## src/rtl/sys_reg_pkg.sv

```systemverilog
// Shared definitions for the system register file: register indices,
// PCS bit layout and the width of the interrupt source index.
package sys_reg_pkg;

    localparam int unsigned REG_PCS   = 0;
    localparam int unsigned REG_IHA   = 1;
    localparam int unsigned REG_IRA   = 2;
    localparam int unsigned REG_IDN   = 3;
    localparam int unsigned REG_IEN   = 4;
    localparam int unsigned REG_IPEND = 5;

    localparam int unsigned IE_BIT  = 0;
    localparam int unsigned PIE_BIT = 1;

    // Wide enough for up to 16 interrupt sources.
    localparam int unsigned IRQ_IDX_BITS = 4;

    typedef struct packed {
        logic pie;
        logic ie;
    } pcs_t;

    typedef enum logic [2:0] {
        SEL_PCS,
        SEL_IHA,
        SEL_IRA,
        SEL_IDN,
        SEL_IEN,
        SEL_IPEND,
        SEL_NONE
    } reg_sel_e;

    function automatic reg_sel_e decode_index(input int unsigned idx);
        case (idx)
            REG_PCS:   return SEL_PCS;
            REG_IHA:   return SEL_IHA;
            REG_IRA:   return SEL_IRA;
            REG_IDN:   return SEL_IDN;
            REG_IEN:   return SEL_IEN;
            REG_IPEND: return SEL_IPEND;
            default:   return SEL_NONE;
        endcase
    endfunction

endpackage

```

## src/rtl/irq_pending_unit.sv

```systemverilog
// Edge detection, pending latches with W1C/ack clear, and a fixed
// lowest-index-wins priority encoder over the enabled pending sources.
module irq_pending_unit
    import sys_reg_pkg::*;
#(
    parameter int unsigned NUM_IRQ = 4
) (
    input  logic                    clk,
    input  logic                    reset,
    input  logic [NUM_IRQ-1:0]      irq,
    input  logic [NUM_IRQ-1:0]      ien,
    input  logic                    w1c_en,
    input  logic [NUM_IRQ-1:0]      w1c_mask,
    input  logic                    ack,
    output logic [NUM_IRQ-1:0]      pend,
    output logic                    any_req,
    output logic [IRQ_IDX_BITS-1:0] winner_idx
);

    logic [NUM_IRQ-1:0] irq_prev;
    logic [NUM_IRQ-1:0] rise;
    logic [NUM_IRQ-1:0] req;
    logic [NUM_IRQ-1:0] clr;
    logic               found;

    assign rise    = irq & ~irq_prev;
    assign req     = pend & ien;
    assign any_req = |req;

    always_comb begin
        winner_idx = '0;
        found      = 1'b0;
        for (int unsigned i = 0; i < NUM_IRQ; i++) begin
            if (req[i] && !found) begin
                winner_idx = IRQ_IDX_BITS'(i);
                found      = 1'b1;
            end
        end
    end

    always_comb begin
        clr = '0;
        for (int unsigned i = 0; i < NUM_IRQ; i++) begin
            if (w1c_en && w1c_mask[i]) begin
                clr[i] = 1'b1;
            end
            if (ack && winner_idx == IRQ_IDX_BITS'(i)) begin
                clr[i] = 1'b1;
            end
        end
    end

    // A fresh edge is OR-ed in after the clear so it survives a same-cycle clear.
    always_ff @(posedge clk) begin
        if (reset) begin
            irq_prev <= '0;
            pend     <= '0;
        end else begin
            irq_prev <= irq;
            pend     <= (pend & ~clr) | rise;
        end
    end

endmodule

```

## src/rtl/sys_intr_regfile.sv

```systemverilog
// System register file with a multi-source, single-nesting interrupt front end.
// Holds PCS/IHA/IRA/IDN/IEN and arbitrates ack, RETI and WSR updates.
module sys_intr_regfile
    import sys_reg_pkg::*;
#(
    parameter int unsigned DBITS    = 32,
    parameter int unsigned NUM_IRQ  = 4,
    parameter int unsigned IDX_BITS = 4
) (
    input  logic                clk,
    input  logic                reset,
    input  logic                sys_wrt_en,
    input  logic [IDX_BITS-1:0] wrt_index,
    input  logic [IDX_BITS-1:0] rd_index,
    input  logic [DBITS-1:0]    data_in,
    input  logic [DBITS-1:0]    pc_in,
    input  logic [NUM_IRQ-1:0]  irq,
    input  logic                is_reti,
    input  logic                int_ack,
    output logic                int_req,
    output logic [DBITS-1:0]    data_out,
    output logic [DBITS-1:0]    handler_addr,
    output logic [DBITS-1:0]    ret_addr,
    output logic [DBITS-1:0]    debug_sys_out
);

    pcs_t                    pcs;
    logic [DBITS-1:0]        iha;
    logic [DBITS-1:0]        ira;
    logic [DBITS-1:0]        idn;
    logic [NUM_IRQ-1:0]      ien;
    logic [NUM_IRQ-1:0]      pend;
    logic                    any_req;
    logic [IRQ_IDX_BITS-1:0] winner_idx;
    logic                    ack_fire;
    reg_sel_e                wr_sel;
    reg_sel_e                rd_sel;
    logic                    wr_pcs;
    logic                    wr_iha;
    logic                    wr_ira;
    logic                    wr_idn;
    logic                    wr_ien;
    logic                    wr_ipend;
    logic [NUM_IRQ-1:0]      pend_after_w1c;
    logic [DBITS-1:0]        rd_val;
    logic [DBITS-1:0]        fwd_val;

    assign wr_sel = sys_wrt_en ? decode_index(32'(wrt_index)) : SEL_NONE;
    assign rd_sel = decode_index(32'(rd_index));

    assign wr_pcs   = (wr_sel == SEL_PCS);
    assign wr_iha   = (wr_sel == SEL_IHA);
    assign wr_ira   = (wr_sel == SEL_IRA);
    assign wr_idn   = (wr_sel == SEL_IDN);
    assign wr_ien   = (wr_sel == SEL_IEN);
    assign wr_ipend = (wr_sel == SEL_IPEND);

    assign int_req  = pcs.ie & any_req;
    assign ack_fire = int_ack & int_req;

    irq_pending_unit #(
        .NUM_IRQ (NUM_IRQ)
    ) u_pending (
        .clk        (clk),
        .reset      (reset),
        .irq        (irq),
        .ien        (ien),
        .w1c_en     (wr_ipend),
        .w1c_mask   (data_in[NUM_IRQ-1:0]),
        .ack        (ack_fire),
        .pend       (pend),
        .any_req    (any_req),
        .winner_idx (winner_idx)
    );

    // Per-register precedence: ack first, then RETI (PCS only), then WSR.
    always_ff @(posedge clk) begin
        if (reset) begin
            pcs <= '0;
            iha <= '0;
            ira <= '0;
            idn <= '0;
            ien <= '0;
        end else begin
            if (ack_fire) begin
                pcs.pie <= pcs.ie;
                pcs.ie  <= 1'b0;
            end else if (is_reti) begin
                pcs.ie  <= pcs.pie;
                pcs.pie <= 1'b1;
            end else if (wr_pcs) begin
                pcs.ie  <= data_in[IE_BIT];
                pcs.pie <= data_in[PIE_BIT];
            end

            if (ack_fire) begin
                ira <= pc_in;
            end else if (wr_ira) begin
                ira <= data_in;
            end

            if (ack_fire) begin
                idn <= DBITS'(winner_idx);
            end else if (wr_idn) begin
                idn <= data_in;
            end

            if (wr_iha) begin
                iha <= data_in;
            end

            if (wr_ien) begin
                ien <= data_in[NUM_IRQ-1:0];
            end
        end
    end

    assign pend_after_w1c = pend & ~data_in[NUM_IRQ-1:0];

    always_comb begin
        rd_val = '0;
        case (rd_sel)
            SEL_PCS:   rd_val = DBITS'(pcs);
            SEL_IHA:   rd_val = iha;
            SEL_IRA:   rd_val = ira;
            SEL_IDN:   rd_val = idn;
            SEL_IEN:   rd_val = DBITS'(ien);
            SEL_IPEND: rd_val = DBITS'(pend);
            default:   rd_val = '0;
        endcase
    end

    // Forwarded write data is trimmed to what the register would read back.
    always_comb begin
        fwd_val = '0;
        case (rd_sel)
            SEL_PCS:   fwd_val = DBITS'(data_in[1:0]);
            SEL_IHA:   fwd_val = data_in;
            SEL_IRA:   fwd_val = data_in;
            SEL_IDN:   fwd_val = data_in;
            SEL_IEN:   fwd_val = DBITS'(data_in[NUM_IRQ-1:0]);
            SEL_IPEND: fwd_val = DBITS'(pend_after_w1c);
            default:   fwd_val = '0;
        endcase
    end

    always_comb begin
        data_out = rd_val;
        if (sys_wrt_en && wrt_index == rd_index) begin
            data_out = fwd_val;
        end
    end

    assign handler_addr  = iha;
    assign ret_addr      = ira;
    assign debug_sys_out = DBITS'(pcs);

endmodule

```

## config.mk

```make
export PLATFORM = sky130hd
export DESIGN_NAME = sys_intr_regfile
export DESIGN_NICKNAME = d
export VERILOG_FILES = /design/src/rtl/sys_reg_pkg.sv /design/src/rtl/irq_pending_unit.sv /design/src/rtl/sys_intr_regfile.sv
export SDC_FILE = /design/constraint.sdc
export NUM_CORES = 1
export LEC_CHECK = 0
export ABC_CLOCK_PERIOD_IN_PS = 6700
export CAP_MARGIN = 0
export CELL_PAD_IN_SITES_DETAIL_PLACEMENT = 1
export CELL_PAD_IN_SITES_GLOBAL_PLACEMENT = 1
export CORE_ASPECT_RATIO = 1.2
export CORE_MARGIN = 1
export CORE_UTILIZATION = 36
export CTS_BUF_LIST = sky130_fd_sc_hd__clkbuf_2 sky130_fd_sc_hd__clkbuf_4 sky130_fd_sc_hd__clkbuf_8
export DETAILED_ROUTE_END_ITERATION = 8
export MAX_ROUTING_LAYER = met4
export PLACE_DENSITY_LB_ADDON = 0.25
export SLEW_MARGIN = 30
export SYNTH_ARGS = -nofsm -noshare
export SYNTH_HDL_FRONTEND = slang
export SYNTH_SLANG_ARGS = --single-unit
```

## constraint.sdc

```tcl
create_clock -name clk -period 6.7 [get_ports clk]
set_input_delay 1.005 -clock clk [delete_from_list [all_inputs] [get_ports clk]]
set_output_delay 1.005 -clock clk [all_outputs]
set_load 0.02 [all_outputs]
```

==> Word level (Yosys, flattened, before mapping) <==
Cells that the tools add are included.
{ "classes": {"n_eq_ne": 24, "mux": 27, "bitwise_logic": 10, "reduce_logical": 27} }
{ "op_table": {"columns": ["operator", "n"], "rows": [
  ["32-bit case mux with 6 select lines", 1],
  ["32-bit case mux with 4 select lines", 1],
  ["32-bit 2-to-1 mux", 3],
  ["3-bit case mux with 6 select lines", 2],
  ["4-bit bitwise AND", 4],
  ["4-bit by 2-bit equality test with 1-bit output (second input constant)", 4],
  ["4-bit by 3-bit equality test with 1-bit output (second input constant)", 4],
  ["3-bit by 2-bit equality test with 1-bit output (second input constant)", 4],
  ["3-bit equality test (second input constant)", 4],
  ["1-bit logical AND", 12],
  ["4-bit zero test", 3],
  ["1-bit 2-to-1 mux", 12],
  ["4-bit inverter", 3],
  ["2-bit 2-to-1 mux", 5],
  ["4-bit by 1-bit equality test with 1-bit output (second input constant)", 2],
  ["4-bit 2-to-1 mux", 2],
  ["3-bit by 1-bit equality test with 1-bit output (second input constant)", 2],
  ["3-bit zero test", 2],
  ["2-bit nonzero test", 3],
  ["2-bit equality test (second input constant)", 2],
  ["4-bit equality test", 1],
  ["4-bit OR", 1],
  ["4-bit OR reduction", 1],
  ["1-bit zero test", 3],
  ["other kinds (6)", 7]
]} }
{ "word_totals": {"regBits": 110, "inputBits": 81, "output_inout_bits": 129} }

==> Longest topological paths before layout <==
{ "depth": {"depth_word": 17, "ltp_mapped": 11, "ltp_nobuf": 8} }

==> Hierarchy <==
From an unflattened synthesis, not the netlist that was laid out.
{ "unflattened": {"cells_unflattened": 671, "hier_area_um2": 5550.3} }
{ "modules_own_cells": {"columns": ["mod", "n_inst", "cells_each", "area_each_um2", "seq_area_each_um2"], "rows": [
  ["sys_intr_regfile", 1, 627, 5178.7, 2042.0],
  ["irq_pending_unit", 1, 44, 371.6, 160.2]
]} }

==> Least setup slack after synthesis <==
Ideal clock, no wire load.
{ "synth_path": {"path_kind": "input port to output port", "startpoint": "input port rd_index[1]", "endpoint": "output port data_out[0]", "arrival_time_ps": 3178, "required_ps": 5695, "setup_slack_ps": 2517, "path_stages": 11, "path_buffers": 3, "cell_sequence": "clkbuf_1 > nor3b_1 > inv_1 > ha_1 > nor2b_1 > buf_2 > buf_1 > nand3_1 > nor2_1 > a21oi_1 > o22ai_1"} }
{ "synth_via": {"elab_chain_len": 6} }
{ "synth_rtl": {"columns": ["item", "line_no", "rtl"], "rows": [
  ["start, declared", "sys_intr_regfile.sv:14", "input logic [IDX_BITS-1:0] rd_index,"],
  ["4-bit by 3-bit equality test with 1-bit output, or another cell as far along", "sys_reg_pkg.sv:34", "case (idx)"],
  ["3-bit case mux with 6 select lines", "sys_reg_pkg.sv:34", null],
  ["3-bit by 2-bit equality test with 1-bit output or 3-bit by 1-bit equality test with 1-bit output (tied branches)", "sys_intr_regfile.sv:122, sys_intr_regfile.sv:136", null],
  ["3-bit OR reduction (no line)", null, null],
  ["32-bit case mux with 4 select lines", "sys_intr_regfile.sv:136", "case (rd_sel)"],
  ["32-bit 2-to-1 mux (*)", "sys_intr_regfile.sv:149", "if (sys_wrt_en && wrt_index == rd_index) begin"],
  ["end, declared", "sys_intr_regfile.sv:21", "output logic [DBITS-1:0] data_out,"]
]} }
Every way passes the cells marked *; elsewhere a longest branch is shown, timed or not.

==> Worst setup path after layout <==
{ "layout_path": {"startpoint": "input port rd_index[2]", "endpoint": "output port data_out[3]"} }
Same word-level chain as after synthesis.

==> run_results.csv <==
group,metric,value,unit
global_route,grt_max_degree,77,
clock_tree,cts-resized-gates,0,
routing,drtIter0Drc,285,
logic_synthesis,ys.flop_type,"dfxtp_1",
routing,routed_via_density,5.43,
logic_synthesis,synthCells,757,
sta,layout_min_cycle_time,5.73,ns
outcome,status,"completed",
flow_run,maxCapViolCount,0,
power,combPwrFrac,0.150,
clock_tree,clock_sinks,110,
power,p_switching,377,uW
clock_tree,clock_latency,0.39,ns
routing,wl,22.2,mm
worst_setup_path,crit_required,5.69,ns
power,p_leak,0.00256,uW
placed_design,gp_congestion,0.865,
min_path,hold_class,"reg -> reg",
routing,drc_errors,0,
layout,n_antenna_cell,0,
sta,fmax,0.175,GHz
floorplanning,io_pins,210,
clock_tree,cts_root_buf,"clkbuf_8",
sta,tightestPinTransition,0.912,ns
sta,setup_violations,0,
layout,nFillCells,1975,
sta,finClkSkew,0.0168,ns
sta,finalHoldViolCount,0,
sta,slew_violations,0,
power,power.internal,942,uW
clock_tree,clk_pin_slew,0.10,ns
power,p_clk_frac,0.336,
logic_synthesis,synth_warnings,0,
clock_tree,cts_buffers,9,
clock_tree,clock_path_buffers,2,
logic_synthesis,yosysUniqueCellTypes,47,
global_route,overflow,0,
power,p_seq_frac,0.515,
layout,layout-drive-gt1-share,0.0662,
placed_design,post-dp-hpwl,15.1,mm
logic_synthesis,yosys.area.top_type,"dfxtp_1",
routing,routedWlPerCell,19.9,um
floorplanning,core_area,15800,um^2
sta,rsz0062_at_grt,"false",
routing,ant_nets,0,
logic_synthesis,synth_area_leaders,"dfxtp_1 (37%), nand2_1 (13%), a21oi_1 (11%)",
layout,synthToLayoutAreaGrowth,34.1,%
floorplanning,die_area,16900,um^2
global_route,antenna_found_initial,0,
clock_tree,htreeDepth,3,
layout,fin_nets,985,
placed_design,placed_cell_area,7700,um^2
sta,tns,0,ns
placed_design,port_buffers,179,
global_route,grtUsageTotal,0.271,
worst_setup_path,cp_max_fo,17,
power,swShare,0.286,
power,p_per_area,167,nW/um^2
clock_tree,ctsHoldBuffers,0,
sta,hold_ws,0.462,ns
sta,period_share,0.855,
logic_synthesis,synth_area,5900,um^2
logic_synthesis,syn_area_per_cell,7.80,um^2
worst_setup_path,worstSetupPathType,"in -> out",
logic_synthesis,synth.top_cell.area_share,0.373,
sta,relSlewSlack,0.392,
power,ir_drop,0.0803,mV
routing,vias,6054,
logic_synthesis,synth_edf_count,0,
floorplanning,num_rows,50,
layout,final_area,7920,um^2
logic_synthesis,ys_ff_latch,110,
floorplanning,die_y,142,um
logic_synthesis,synthArstFlopShare,0,
routing,first_pass_iters,4,
worst_setup_path,critPathArrivalTime,4.72,ns
floorplanning,die_w,119,um
clock_tree,cts_tree,"done",
global_route,grt_pass1_vias,6281,
global_route,grt_pass1_wl,34.8,mm
worst_setup_path,crit_path_end_kind,"output port",
worst_setup_path,startpoint_type,"primary input",
floorplanning,start_util,0.373,
clock_tree,post-cts-setup-buffers,0,
logic_synthesis,ys_seq_area_frac,0.373,
critical path, stage by stage:
cell and delay [ns]:
clkdlybuf4s50_1 0.62, nor3b_1 0.56, inv_1 0.18, ha_1 0.32, nand2b_1 0.54, buf_4 0.40, nand2_1 0.09, a21oi_1 0.06
a211oi_1 0.24, o22ai_1 0.13, clkdlybuf4s50_1 0.57
routing by layer:
layer,global-route usage,share of wire,vias to the layer above,wire length [um]
met3,0.0429,0.059,20,1300
met5,-,0,-,0
met4,0.0879,0.014,0,318
met2,0.467,0.50,187,11100
met1,0.323,0.42,3006,9410
li1,-,-,2841,-
layout make-up:
cell class                      count  area, um^2  area share
Clock buffer                       11         151      0.0191
Multi-Input combinational cell    579        3320       0.420
Timing Repair Buffer              191        1880       0.237
Tap cell                          208         260      0.0329
Sequential cell                   110        2200       0.278
Inverter                           10        37.5     0.00474
Clock inverter                      5        62.6     0.00790
per-stage QoR:
stage	utilization	setup WS, ns	instances	power, uW
after CTS	0.500	0.937	1114	1330
after detailed placement	0.487	0.947	1098	890
after global placement	0.486	1.04	1098	884
after global routing	0.500	0.627	1114	1370
after floorplan	-	2.52	786	795
final	0.500	0.974	1114	1320
registers in the layout (all words and copies together), names as in the netlist:
signal / cells
ien: 4
idn: 32
debug_sys_out: 2
handler_addr: 32
u_pending.irq_prev: 4
u_pending.pend: 4
ret_addr: 32
power by group through the flow:
stage / Combinational (uW) / Clock [uW] / Sequential [uW]
after floorplan: 97.9 / 0 / 697
after global placement: 192 / 0 / 693
after detailed placement: 196 / 0 / 693
after CTS: 197 / 452 / 679
after global routing: 210 / 480 / 681
final: 197 / 443 / 679
synthesized netlist by cell type (2+ instances only):
library cell  count
xor2_1            3
nand2b_1          4
o2bb2ai_2        20
nor2_1           50
inv_1             9
a221oi_1          3
buf_12            2
nor3_1            2
o22ai_1           7
a211oi_1         33
dfxtp_1         110
buf_4            33
nor2b_1           7
ha_1              3
or3_1             2
o2bb2ai_1         9
nand4_1           2
a21oi_1         126
nand3_1          10
buf_1             5
buf_2             8
a22oi_1           2
nor3b_1           3
clkbuf_1         39
nand3b_1          2
mux2i_1          42
nand2_1         200
a32oi_1           2
kinds of logic after synthesis:
family / after synthesis / synth area share
compound gates: 212 / 0.251
xor+xnor: 3 / 0.00445
fa+ha+maj: 3 / 0.00636
buf+inv: 97 / 0.0899
flops: 110 / 0.373
mux: 43 / 0.0731
other cells: 1 / 0.000635
simple gates: 288 / 0.201
layout by cell type, fill, tap and decap left out, drive strengths merged, types with 2 or more instances in the layout:
cell type / n
o2bb2ai: 29
a221oi: 3
nor3b: 3
nor2b: 7
dfxtp: 110
mux2i: 42
nand4: 2
buf: 13
nand3: 10
nor3: 2
or3: 2
nand2: 200
a32oi: 2
a22oi: 2
conb: 30
a211oi: 33
nor2: 52
inv: 12
nand2b: 4
clkdlybuf4s50: 178
a21oi: 126
o22ai: 7
ha: 3
nand3b: 2
clkbuf: 11
xor2: 3
a2111oi: 2
path summary, 6_finish.rpt:
kind / slack, ns / depth (start not counted) / start / end
worst min register to register: 0.46 / 2 / idn[31] / idn[31]
worst max register to register: 4.24 / 7 / u_pending.pend[2] / idn[11]
worst min-delay path: 0.46 / 2 / idn[31] / idn[31]
worst max-delay path: 0.97 / 11 / rd_index[2] / data_out[3]
(Power assumes the default switching activity.)
